$ cat config.mk
export PLATFORM = sky130hd
export DESIGN_NAME = time_set_controller
export DESIGN_NICKNAME = d
export VERILOG_FILES = /design/src/rtl/clock_pkg.sv /design/src/rtl/bcd2_counter.sv /design/src/rtl/time_set_controller.sv
export SDC_FILE = /design/constraint.sdc
export NUM_CORES = 1
export LEC_CHECK = 0
export CAP_MARGIN = 20
export CORE_AREA = 2 2 87 89
export DETAILED_ROUTE_END_ITERATION = 8
export DIE_AREA = 0 0 89 91
export PLACE_DENSITY_LB_ADDON = 0.2
export SYNTH_ARGS = -nofsm -noshare
export SYNTH_HDL_FRONTEND = slang
export SYNTH_HIERARCHICAL = 1
export SYNTH_SLANG_ARGS = --single-unit
$ cat constraint.sdc
create_clock -name clk -period 5.08 [get_ports clk]
set_clock_uncertainty 0.15 [all_clocks]
set_input_delay 0.508 -clock clk [delete_from_list [all_inputs] [get_ports clk]]
set_output_delay 0.508 -clock clk [all_outputs]
set_load 0.02 [all_outputs]
$ cat src/rtl/clock_pkg.sv
// Shared definitions for the HH:MM:SS time-setting clock: mode encoding,
// BCD digit width and field limits.
package clock_pkg;

    typedef enum logic [1:0] {
        RUN      = 2'b00,
        SET_HOUR = 2'b01,
        SET_MIN  = 2'b10
    } mode_t;

    localparam int BCD_W      = 4;
    localparam int HOUR_MAX   = 23;
    localparam int MINSEC_MAX = 59;

endpackage

$ cat src/rtl/bcd2_counter.sv
// Two-digit BCD counter 00..MAX. The carry is combinational so that the next
// field can advance on the same edge as this one wraps.
module bcd2_counter
    import clock_pkg::*;
#(
    parameter int MAX = 59
) (
    input  logic             clk,
    input  logic             rst,
    input  logic             clr,
    input  logic             inc,
    output logic [BCD_W-1:0] tens,
    output logic [BCD_W-1:0] units,
    output logic             carry
);

    localparam logic [BCD_W-1:0] MAX_T = BCD_W'(MAX / 10);
    localparam logic [BCD_W-1:0] MAX_U = BCD_W'(MAX % 10);

    logic at_max;

    assign at_max = (tens == MAX_T) && (units == MAX_U);
    assign carry  = inc && at_max;

    always_ff @(posedge clk) begin
        if (rst || clr) begin
            tens  <= '0;
            units <= '0;
        end else if (inc) begin
            if (at_max) begin
                tens  <= '0;
                units <= '0;
            end else if (units == BCD_W'(9)) begin
                units <= '0;
                tens  <= tens + 1'b1;
            end else begin
                units <= units + 1'b1;
            end
        end
    end

endmodule

$ cat src/rtl/time_set_controller.sv
// 24-hour BCD clock with a two-field setting mode driven by mode/inc buttons
// and a blink phase for the field being edited.
module time_set_controller
    import clock_pkg::*;
#(
    parameter int CLK_DIV   = 50000000,
    parameter int BLINK_DIV = 25000000
) (
    input  logic             clk,
    input  logic             rst,
    input  logic             btn_mode,
    input  logic             btn_inc,
    output logic [BCD_W-1:0] hour_t,
    output logic [BCD_W-1:0] hour_u,
    output logic [BCD_W-1:0] min_t,
    output logic [BCD_W-1:0] min_u,
    output logic [BCD_W-1:0] sec_t,
    output logic [BCD_W-1:0] sec_u,
    output logic [1:0]       mode,
    output logic             blank_hour,
    output logic             blank_min,
    output logic             sec_tick
);

    localparam int PW = (CLK_DIV > 1) ? $clog2(CLK_DIV) : 1;
    localparam int BW = (BLINK_DIV > 1) ? $clog2(BLINK_DIV) : 1;

    mode_t          st, st_nx;
    logic           mode_prev, inc_prev;
    logic           mode_press, inc_press, tick, run_tick;
    logic [PW-1:0]  presc;
    logic [BW-1:0]  blink, blink_nx;
    logic           phase, phase_nx;
    logic           sec_carry, min_carry, hour_carry_unused;
    logic           sec_clr, min_inc, hour_inc;

    // A coincident inc press is dropped in favour of the mode press.
    assign mode_press = btn_mode & ~mode_prev;
    assign inc_press  = btn_inc & ~inc_prev & ~mode_press;
    assign tick       = (presc == PW'(CLK_DIV - 1));
    assign run_tick   = (st == RUN) && tick && !mode_press;
    assign mode       = st;

    always_comb begin
        st_nx = st;
        if (mode_press) begin
            case (st)
                RUN:      st_nx = SET_HOUR;
                SET_HOUR: st_nx = SET_MIN;
                default:  st_nx = RUN;
            endcase
        end
    end

    always_comb begin
        blink_nx = blink + 1'b1;
        phase_nx = phase;
        if (mode_press) begin
            blink_nx = '0;
            phase_nx = 1'b0;
        end else if (blink == BW'(BLINK_DIV - 1)) begin
            blink_nx = '0;
            phase_nx = ~phase;
        end
    end

    always_ff @(posedge clk) begin
        if (rst) begin
            st         <= RUN;
            mode_prev  <= 1'b1;
            inc_prev   <= 1'b1;
            presc      <= '0;
            blink      <= '0;
            phase      <= 1'b0;
            sec_tick   <= 1'b0;
            blank_hour <= 1'b0;
            blank_min  <= 1'b0;
        end else begin
            st         <= st_nx;
            mode_prev  <= btn_mode;
            inc_prev   <= btn_inc;
            // Entering SET_HOUR or returning to RUN restarts the second.
            if (tick || (mode_press && st != SET_HOUR))
                presc <= '0;
            else
                presc <= presc + 1'b1;
            blink      <= blink_nx;
            phase      <= phase_nx;
            sec_tick   <= run_tick;
            blank_hour <= (st_nx == SET_HOUR) && phase_nx;
            blank_min  <= (st_nx == SET_MIN) && phase_nx;
        end
    end

    assign sec_clr  = mode_press && (st == RUN);
    assign min_inc  = (run_tick && sec_carry) || (inc_press && st == SET_MIN);
    assign hour_inc = (run_tick && min_carry) || (inc_press && st == SET_HOUR);

    bcd2_counter #(.MAX(MINSEC_MAX)) u_sec (
        .clk(clk), .rst(rst), .clr(sec_clr), .inc(run_tick),
        .tens(sec_t), .units(sec_u), .carry(sec_carry)
    );

    bcd2_counter #(.MAX(MINSEC_MAX)) u_min (
        .clk(clk), .rst(rst), .clr(1'b0), .inc(min_inc),
        .tens(min_t), .units(min_u), .carry(min_carry)
    );

    bcd2_counter #(.MAX(HOUR_MAX)) u_hour (
        .clk(clk), .rst(rst), .clr(1'b0), .inc(hour_inc),
        .tens(hour_t), .units(hour_u), .carry(hour_carry_unused)
    );

endmodule
# Yosys cells after proc, flatten, opt, wreduce, memory -nomap -nowiden
# Cells that the tools add are included.
# totals
ff_bits	83
input_bits	4
# classes
bitwise	7
reduce_logical	29
eq_ne	14
n_mux	16
add_sub_neg	8
# ops
op	count
2-to-1 mux 4 bit	12
adder 26 x 1 -> 26 bit, second input constant	1
== test 26 bit, second input constant	1
adder 25 x 1 -> 25 bit, second input constant	1
== test 25 bit, second input constant	1
adder 4 x 1 -> 4 bit, second input constant	6
logical AND 1 bit	15
== test 4 bit, second input constant	3
== test 4 x 2 -> 1 bit, second input constant	2
== test 4 x 3 -> 1 bit, second input constant	2
AND reduction 2 bit	3
nonzero test 2 bit	3
== test 2 x 1 -> 1 bit, second input constant	2
== test 2 bit, second input constant	2
logical OR 1 bit	4
inverter 1 bit	4
case mux 2 bit (2 select lines)	1
AND 1 bit	3
OR reduction 3 bit	1
zero test 2 bit	1
2-to-1 mux 1 bit	2
2-to-1 mux 2 bit	1
inequality test 2 x 1 -> 1 bit, second input constant	1
OR reduction 2 bit	1
zero test 1 bit	1

# Longest topological paths before layout
# logic_depth
ltp_word	11
mapped_depth	21

# Cells and area by module
# The synthesis kept the hierarchy.
# by_module_without_submodules
mod	instances	area_per_inst_um2	seq_area_each_um2	cells_each
time_set_controller	1	2781.4	1181.1	329
bcd2_counter at u_min ...	2	417.9	160.2	45
bcd2_counter at u_hour	1	430.4	160.2	48

# Worst setup path after synthesis
# Ideal clock, no wire load.
# synth_path
path_type	reg2reg
startpoint	reg presc[0]
endpoint	reg u_hour.units[1]
path_buffers	3
synth_period_minus_slack_ns	4.234
arrival_time_ns	4.014
setup_ns	0.070
path_stages_with_launch	22
required_ns	4.860
setup_slack_ns	0.846
path_cell_list	dfxtp_1 ha_1 nand4_1 nor4_1 nand4_1 nor2_1 buf_4 nand4b_4 nor2_1 nor2b_1 nand4_1 a211oi_1 buf_4 nand4b_4 nor2_1 nor2b_1 nand4_1 a21boi_1 clkbuf_1 inv_1 or3_1 a21oi_1
# synth_via
elab_chain_len	9
# synth_lines
element	line_no	source
start, declared	time_set_controller.sv:31	logic [PW-1:0] presc;
start signal, assigned	time_set_controller.sv:86	presc <= presc + 1'b1;
== test 26 bit	time_set_controller.sv:40	assign tick = (presc == PW'(CLK_DIV - 1));
logical AND 1 bit (2 in a row)	time_set_controller.sv:41	assign run_tick = (st == RUN) && tick && !mode_press;
net run_tick	time_set_controller.sv:30	logic mode_press, inc_press, tick, run_tick;
logical AND 1 bit	bcd2_counter.sv:23	assign carry = inc && at_max;
net sec_carry	time_set_controller.sv:34	logic sec_carry, min_carry, hour_carry_unused;
logical AND 1 bit	time_set_controller.sv:96	assign min_inc = (run_tick && sec_carry) || (inc_press && st == SET_MIN);
logical OR 1 bit	time_set_controller.sv:96	
net min_inc	time_set_controller.sv:35	logic sec_clr, min_inc, hour_inc;
logical AND 1 bit	bcd2_counter.sv:23	
net min_carry	time_set_controller.sv:34	
logical AND 1 bit	time_set_controller.sv:97	assign hour_inc = (run_tick && min_carry) || (inc_press && st == SET_HOUR);
logical OR 1 bit	time_set_controller.sv:97	
net hour_inc	time_set_controller.sv:35	
end signal, assigned	bcd2_counter.sv:37	units <= units + 1'b1;
end, declared	bcd2_counter.sv:13	output logic [BCD_W-1:0] units,
# The timed path passes the listed nets, and every way through them passes these cells.
# A chain may end at the register's enable or synchronous reset.

# Worst setup path after layout
# Same ends and word-level chain as after synthesis.

==> metrics.md <==
| Metric | Value |
|---|---|
| DP Wirelength | 5738 µm |
| Antenna-violating nets left | 0 |
| Clock-pin slew on the worst setup and hold paths | 80 ps |
| Global-route wire length before repair | 13880 µm |
| Worst relative slew slack | 39.10% |
| VDD IR-drop max | 130.6 µV |
| Finished Core Util | 64.60% |
| Period Utilization, post-route | 90.49% |
| Slew Viols, Final | 0 |
| CP endpoint kind | flop |
| GR Util met1 | 28.06% |
| Antenna violations before repair | 0 |
| Syn. warnings | 6 |
| Reg-to-reg slack, setup | 480 ps |
| Area Growth Syn to Fin | 14.16% |
| CTS tree | yes |
| Global Route met2 Usage | 33.52% |
| Commonest non-fill, non-tap cell in the layout | dfxtp_1 |
| Tightest Hold Check Type | flop to flop |
| Critical path class | flop to flop |
| Synth Instances | 465 |
| Die width | 89 µm |
| Mean Syn Cell Area | 8.686 µm² |
| Vias after detailed routing | 3404 |
| CTS root buffer | clkbuf_8 |
| Most frequent cells in the layout | dfxtp_1 (83), nor2_1 (50), nand2_1 (32), a21oi_1 (32), clkdlybuf4s50_1 (32) |
| H-Tree Depth | 3 |
| Pwr/cell area | 244.4 mW/mm² |
| Highest attainable clock frequency | 0.2175 GHz |
| Clock sinks | 83 |
| Leakage | 1.543 nW |
| Outcome | finished clean |
| Post-CTS setup buffers | 0 |
| Max Cap Viol | 0 |
| Die height | 91 µm |
| Detailed-route DRC error count | 0 |
| Vias/cell | 5.683 |
| Drt initial violations | 139 |
| Final Critical Period | 4597 ps |
| WP data required | 5220 ps |
| Maximum fanout along the worst path | 10 |
| RSZ-0062 raised after global routing | no |
| Overall routing resource usage | 20.90% |
| # setup viols final | 0 |
| Final wirelength | 8042 µm |
| WL/cell | 13.43 µm |
| Worst Max-Slew Pin Slew | 908.0 ps |
| Layout cells sized above 1 | 5.600% |
| Final Hold Viols | 0 |
| Die area | 0.008099 mm² |
| Setup TNS | 0 ps |
| Clock latency on the worst-skew pair | 350 ps |
| Clk buf depth | 2 |
| Core area | 0.007137 mm² |
| Total CTS buffers | 9 |
| Synthesized cell area | 0.004039 mm² |
| Grt peak-use layer | met2 |
| # diodes | 0 |
| Startpoint class of the critical path | flop |
| Initial core utilization | 56.59% |
| GPL Wtd Cong | 0.7812 |
| Ports | 33 |
| Drt first pass iters | 4 |
| Largest net degree at the start of global routing | 27 |
| GR Util met3 | 3.727% |
| CP Data Arrival Time | 4730 ps |
| Vias in the first global route | 3128 |
| GRT overflow | 0 |
| Final Net Count | 513 |
| Port Buf Inserts | 32 |
| Row count | 31 |
-- layer usage --
metal  wire [µm]  share of wire [%]  up-vias
li1            -                  -     1746
met4         110                1.4        0
met3         229                2.8       10
met2        3722                 46       56
met1        3981                 50     1592
met5           0                  0        -
-- final cells by class --
| type | instances | area (µm²) |
|---|---|---|
| fill | 637 | 2526 |
| multi-input combinational | 350 | 2246 |
| sequential | 83 | 1662 |
| timing repair buffer | 36 | 350.3 |
| clock buffer | 14 | 162.7 |
| tap | 99 | 123.9 |
| inverter | 15 | 56.30 |
| clock inverter | 2 | 10.01 |
-- worst max-delay path: stages (launching register included) --
cell and delay, ps:
dfxtp_1 370, ha_1 240, nand4_1 220, nor4_1 360, buf_4 180, nand4_1 160
nor2_4 240, nand4b_4 180, nor2_1 150, nor2b_1 140, nand4_1 130, a211oi_1 270
buf_4 190, nand4b_4 170, nor2_1 140, nor2b_1 190, nand4_1 120, a21boi_1 170
buf_4 180, inv_1 80, or3_1 360, a21oi_1 130
-- repair_timing --
action	4_1_cts	5_1_grt
resized for setup	0	2
setup endpoints to repair	0	5
hold buffers	0	0
-- where the power goes --
part / leakage [nW] / switching [mW] / internal, mW / total, mW
Sequential: 0.670 / 0.00580 / 0.656 / 0.661
Combinational: 0.782 / 0.0234 / 0.0131 / 0.0365
Clock: 0.0905 / 0.225 / 0.204 / 0.429
-- state kept, by name, indices dropped and copies added (netlist names) --
name          flops
presc            26
blink            25
u_hour/tens       4
u_hour/units      4
u_min/tens        4
u_min/units       4
u_sec/tens        4
u_sec/units       4
mode              2
blank_hour        1
blank_min         1
inc_prev          1
mode_prev         1
phase             1
sec_tick          1
-- worst paths after layout --
| path | startpoint | end | cells past startpoint |
|---|---|---|---|
| max reg2reg | presc[0] | u_hour/units[1] | 21 |
| min | blink[0] | blink[0] | 1 |
| max | presc[0] | u_hour/units[1] | 21 |
| min reg2reg | blink[0] | blink[0] | 1 |
-- through the flow --
| step | instance area, µm² | worst slack (ps) | hold slack, ps | power (mW) | std cells |
|---|---|---|---|---|---|
| floorplan | 4050 | 866.8 | 263.2 | 0.7017 | 468 |
| global placement | 4431 | 514.7 | 275.8 | 0.7124 | 583 |
| detailed placement | 4431 | 338.2 | 283.7 | 0.7130 | 583 |
| CTS | 4603 | 303.9 | 298.9 | 1.136 | 599 |
| global route | 4611 | 53.68 | 318.7 | 1.165 | 599 |
| finish | 4611 | 483.0 | 296.5 | 1.127 | 599 |
Power figures use the tool's default switching activity.
